`src/rtl/keypad_scanner.sv`:
```
// 4x4 matrix keypad scanner: walks an active-low column strobe, synchronises the
// rows, and holds the column while a key is down so key_code stays stable.
module keypad_scanner #(
  parameter int unsigned SCAN_DIV = 100000
) (
  input  logic       clk,
  input  logic       reset,
  input  logic [3:0] rows_n,
  output logic [3:0] cols_n,
  output logic [3:0] key_code,
  output logic       key_pressed
);

  localparam int unsigned DIV_W = (SCAN_DIV > 1) ? $clog2(SCAN_DIV) : 1;

  typedef enum logic {
    SCAN = 1'b0,
    HOLD = 1'b1
  } state_t;

  state_t           state_q, state_d;
  logic [1:0]       col_q, col_d;
  logic [3:0]       cols_n_q, cols_n_d;
  logic [DIV_W-1:0] div_q, div_d;
  logic [3:0]       key_code_q, key_code_d;
  logic             key_pressed_q, key_pressed_d;
  logic [3:0]       sync1_q, sync2_q;
  logic             tick_c;

  // Lowest-index active row wins when several keys share the column.
  function automatic logic [1:0] low_zero(input logic [3:0] r);
    if (!r[0])      return 2'd0;
    else if (!r[1]) return 2'd1;
    else if (!r[2]) return 2'd2;
    else            return 2'd3;
  endfunction

  function automatic logic [3:0] key_map(input logic [1:0] r, input logic [1:0] c);
    case ({r, c})
      4'b00_00: return 4'h1;
      4'b00_01: return 4'h2;
      4'b00_10: return 4'h3;
      4'b00_11: return 4'hA;
      4'b01_00: return 4'h4;
      4'b01_01: return 4'h5;
      4'b01_10: return 4'h6;
      4'b01_11: return 4'hB;
      4'b10_00: return 4'h7;
      4'b10_01: return 4'h8;
      4'b10_10: return 4'h9;
      4'b10_11: return 4'hC;
      4'b11_00: return 4'hE;
      4'b11_01: return 4'h0;
      4'b11_10: return 4'hF;
      default:  return 4'hD;
    endcase
  endfunction

  assign tick_c = (div_q == DIV_W'(SCAN_DIV - 1));

  always_comb begin
    state_d       = state_q;
    col_d         = col_q;
    key_code_d    = key_code_q;
    key_pressed_d = key_pressed_q;
    div_d         = tick_c ? '0 : div_q + DIV_W'(1);

    if (tick_c) begin
      case (state_q)
        SCAN: begin
          if (sync2_q != 4'hF) begin
            key_code_d    = key_map(low_zero(sync2_q), col_q);
            key_pressed_d = 1'b1;
            state_d       = HOLD;
          end else begin
            col_d = col_q + 2'd1;
          end
        end
        HOLD: begin
          // Only a fully released column ends the hold; extra keys are ignored.
          if (sync2_q == 4'hF) begin
            key_pressed_d = 1'b0;
            col_d         = col_q + 2'd1;
            state_d       = SCAN;
          end
        end
        default: state_d = SCAN;
      endcase
    end

    cols_n_d = ~(4'b0001 << col_d);
  end

  always_ff @(posedge clk or posedge reset) begin
    if (reset) begin
      state_q       <= SCAN;
      col_q         <= 2'd0;
      cols_n_q      <= 4'b1110;
      div_q         <= '0;
      key_code_q    <= 4'h0;
      key_pressed_q <= 1'b0;
      sync1_q       <= 4'hF;
      sync2_q       <= 4'hF;
    end else begin
      state_q       <= state_d;
      col_q         <= col_d;
      cols_n_q      <= cols_n_d;
      div_q         <= div_d;
      key_code_q    <= key_code_d;
      key_pressed_q <= key_pressed_d;
      sync1_q       <= rows_n;
      sync2_q       <= sync1_q;
    end
  end

  assign cols_n      = cols_n_q;
  assign key_code    = key_code_q;
  assign key_pressed = key_pressed_q;

endmodule

```
`config.mk`:
```
export PLATFORM = sky130hd
export DESIGN_NAME = keypad_scanner
export DESIGN_NICKNAME = d
export VERILOG_FILES = /design/src/rtl/keypad_scanner.sv
export SDC_FILE = /design/constraint.sdc
export NUM_CORES = 1
export LEC_CHECK = 0
export CELL_PAD_IN_SITES_DETAIL_PLACEMENT = 1
export CELL_PAD_IN_SITES_GLOBAL_PLACEMENT = 2
export CORE_MARGIN = 10
export CORE_UTILIZATION = 41
export DETAILED_ROUTE_END_ITERATION = 12
export HOLD_SLACK_MARGIN = 0.12
export PLACE_DENSITY = 0.82
export REMOVE_ABC_BUFFERS = 1
export SYNTH_ARGS = -nofsm -noshare
export SYNTH_HDL_FRONTEND = slang
export SYNTH_SLANG_ARGS = --single-unit
```
`constraint.sdc`:
```
create_clock -name clk -period 5.2 [get_ports clk]
set_clock_uncertainty 0.1 [all_clocks]
set_input_delay 1.56 -clock clk [delete_from_list [all_inputs] [get_ports clk]]
set_output_delay 1.56 -clock clk [all_outputs]
set_load 0.005 [all_outputs]
```
==> reports/qor.yml <==
grt-ovfl-total: 0
die_area_um2: 7370
die_x_um: 85.9
syn_to_final_growth_pct: 17.9
core_um2: 4090
start_util_pct: 43.5
whs_ns: 0.255
endpoint_kind: "output pin"
ys_seq_area_share_pct: 52.9
synthXorXnorAreaFrac_pct: 6.90
finalNetCount: 186
io_pins: 15
drtPass1Iterations: 4
worst-path-buf-inv: 1
synth_area_um2: 1780
dp_hpwl_um: 2870
clk_pin_slew_ns: 0.07
hold_class: "reg2reg"
synth-compound-area-share_pct: 4.08
startpoint_type: "flip-flop"
hold_viol: 0
cts_buffers: 5
synth-simple-area-share_pct: 21.4
path_delay_family: "flip-flops"
fin_setup_tns_ns: 0
row_count: 23
ant_nets: 0
utilization_pct: 51.3
tightest_slew_ns: 1.06
seq_area_um2: 940
power_leakage_nw: 0.883
crit_required_ns: 3.54
irDropWorstVdd_mv: 0.169
gp_congestion: 0.769
fp.dieH_um: 85.9
vias: 1213
drc: 0
slew_violations: 0
maxCapViolCount: 0
synth.avg_cell_area_um2: 11.5
clockRootBuffer: "clkbuf_8"
relSlewSlack_pct: 29.4
multi_input_area_um2: 793
ctsLongestPathBuffers: 2
cts_setup_buffers: 0
drive_gt1_share_pct: 17.2
fill_cells: 437
grt_max_degree: 31
worstPathArrival_ns: 1.31
path_cells: "clkdlybuf4s50_1"
syn_inst: 154
ys_warn_count: 0
crit_type: "reg2out"
cp_slowest_cell: "dfstp_2"
grt_use_total_pct: 10.8
antenna_cells: 0
clock-sinks: 37
clk_latency_ns: 0.28
yosysUniqueCellTypes: 37
setup_violations: 0
cpPeakStageDelay_ns: 0.53
grt_pass1_vias: 1293
rsz0062_at_grt: "no"
ys_ff_latch: 37
crit_fanout: 1
grt_pass1_wl_um: 6420
synth_top_family_by_area: "simple AND/OR/NAND/NOR gates"
ctsHoldBuffers: 0
cts_max_level: 2
totalWireLength_um: 3660
min_period_ns: 2.97
placed_area_um2: 1980
postLayoutCellArea_um2: 2100
max_freq_ghz: 0.337
power.density_nw_per_um2: 269
muxShareOfSynthArea_pct: 7.32
cts_resized: 0
outcome: "finished, final reports clean"
cts_tree: "yes"
wl_per_cell_um: 16.3
grt_antenna_before_repair: 0
io_buffer_count: 14
synthAdderAreaFrac_pct: 4.93
drtIter0Drc: 50
post_drt_via_cell_ratio: 5.42
timing.final.crit_share_pct: 57.1
-- cells in the mapped netlist --
cell type  count  area [µm²]
clkbuf_2       1        5.00
nor2b_1        2        12.5
nor4_1         1        6.26
buf_2          2        10.0
and4b_1        1        10.0
clkinv_1       1        3.75
and4_1         2        17.5
nand4_2        2        25.0
and4bb_2       2        25.0
nor2_4         1        11.3
nand3_1        7        35.0
nand4_4        2        42.5
or4_1          1        7.51
clkbuf_1       1        3.75
nor2_1        13        48.8
nand2_1       14        52.6
a31oi_1        1        6.26
mux2_1         7        78.8
ha_1           7        87.6
and4bb_1       1        12.5
o211ai_1       1        7.51
nand4_1        2        12.5
and3_1         2        12.5
a22o_1         1        8.76
dfstp_2       11         289
o31ai_1        2        15.0
and2_1         2        12.5
o21ai_0        5        25.0
dfrtp_1       26         651
xor2_1         4        35.0
mux2_2         1        11.3
mux2i_1        4        40.0
inv_1          6        22.5
and3_4         1        11.3
nor3_1         5        25.0
a21oi_1        2        10.0
xnor2_1       10        87.6
-- path summary, 6_finish.rpt --
check | from | endpoint | slack (ns) | cells past startpoint
worst min register to register | sync1_q[0] | sync2_q[0] | 0.26 | 0
worst max register to register | col_q[0] | key_code[2] | 3.05 | 6
max in group asynchronous | reset | cols_n[3] | 2.52 | 3
worst max-delay path | cols_n[1] | cols_n[1] | 2.23 | 1
min in group asynchronous | reset | div_q[14] | 1.74 | 2
worst min-delay path | sync1_q[0] | sync2_q[0] | 0.26 | 0
-- per-layer routing --
layer | vias up | global-route usage, % | share of wire [%]
li1 | 571 | - | -
met1 | 616 | 12.8 | 45
met2 | 20 | 17.4 | 49
met3 | 6 | 3.88 | 4.7
met4 | 0 | 4.49 | 1.8
met5 | - | 0 | 0
-- cells in the final DEF (no fill, tap or decap), types with 2 or more instances in the layout --
| cell | n |
|---|---|
| buf_4 | 2 |
| xor2_1 | 4 |
| o21ai_0 | 5 |
| dfstp_2 | 11 |
| nand4_2 | 2 |
| and3_1 | 2 |
| clkdlybuf4s50_1 | 14 |
| mux2i_1 | 4 |
| nand4_4 | 2 |
| and2_1 | 2 |
| xnor2_1 | 10 |
| nor2_1 | 13 |
| a21oi_1 | 2 |
| inv_1 | 6 |
| nand4_1 | 2 |
| nor2b_1 | 2 |
| clkbuf_8 | 6 |
| and4_1 | 2 |
| ha_1 | 7 |
| nand2_1 | 14 |
| and4bb_2 | 2 |
| nand3_1 | 7 |
| nor3_1 | 5 |
| o31ai_1 | 2 |
| mux2_1 | 7 |
| dfrtp_1 | 26 |
-- cell type report --
cell class | count | share of cell area (%)
well taps | 50 | 2.98
multi-input cells | 106 | 37.8
repair buffers | 16 | 7.40
clock buffers | 6 | 3.94
inverters | 7 | 1.25
flip-flops and latches | 37 | 44.8
clock inverters | 2 | 1.79
-- sequential cells by signal (all words and copies together), names as in the netlist --
name and flops:
key_pressed 1, key_code 4, sync1_q 4, cols_n 4, div_q 17, col_q 2, state_q 1, sync2_q 4
-- cells by family after synthesis --
logic type,count (synthesis)
simple gates,61
flops,37
xor+xnor,14
compound gates,12
mux,12
buf+inv,11
fa+ha+maj,7
-- power breakdown --
group / internal (mW) / total, mW / leakage, nW / switching [mW]
Clock: 0.156 / 0.253 / 0.0574 / 0.0976
Sequential: 0.294 / 0.297 / 0.465 / 0.00337
Combinational: 0.00670 / 0.0146 / 0.361 / 0.00793
-- through the flow --
step                      power (mW)  instances  setup WS [ns]
after global routing           0.595        224           2.18
after floorplan                0.309        150           2.73
after detailed placement       0.318        216           2.12
after CTS                      0.576        224           2.21
after global placement         0.316        216           2.16
final                          0.565        224           2.23
Note: power is estimated with default switching activity, not from simulation.
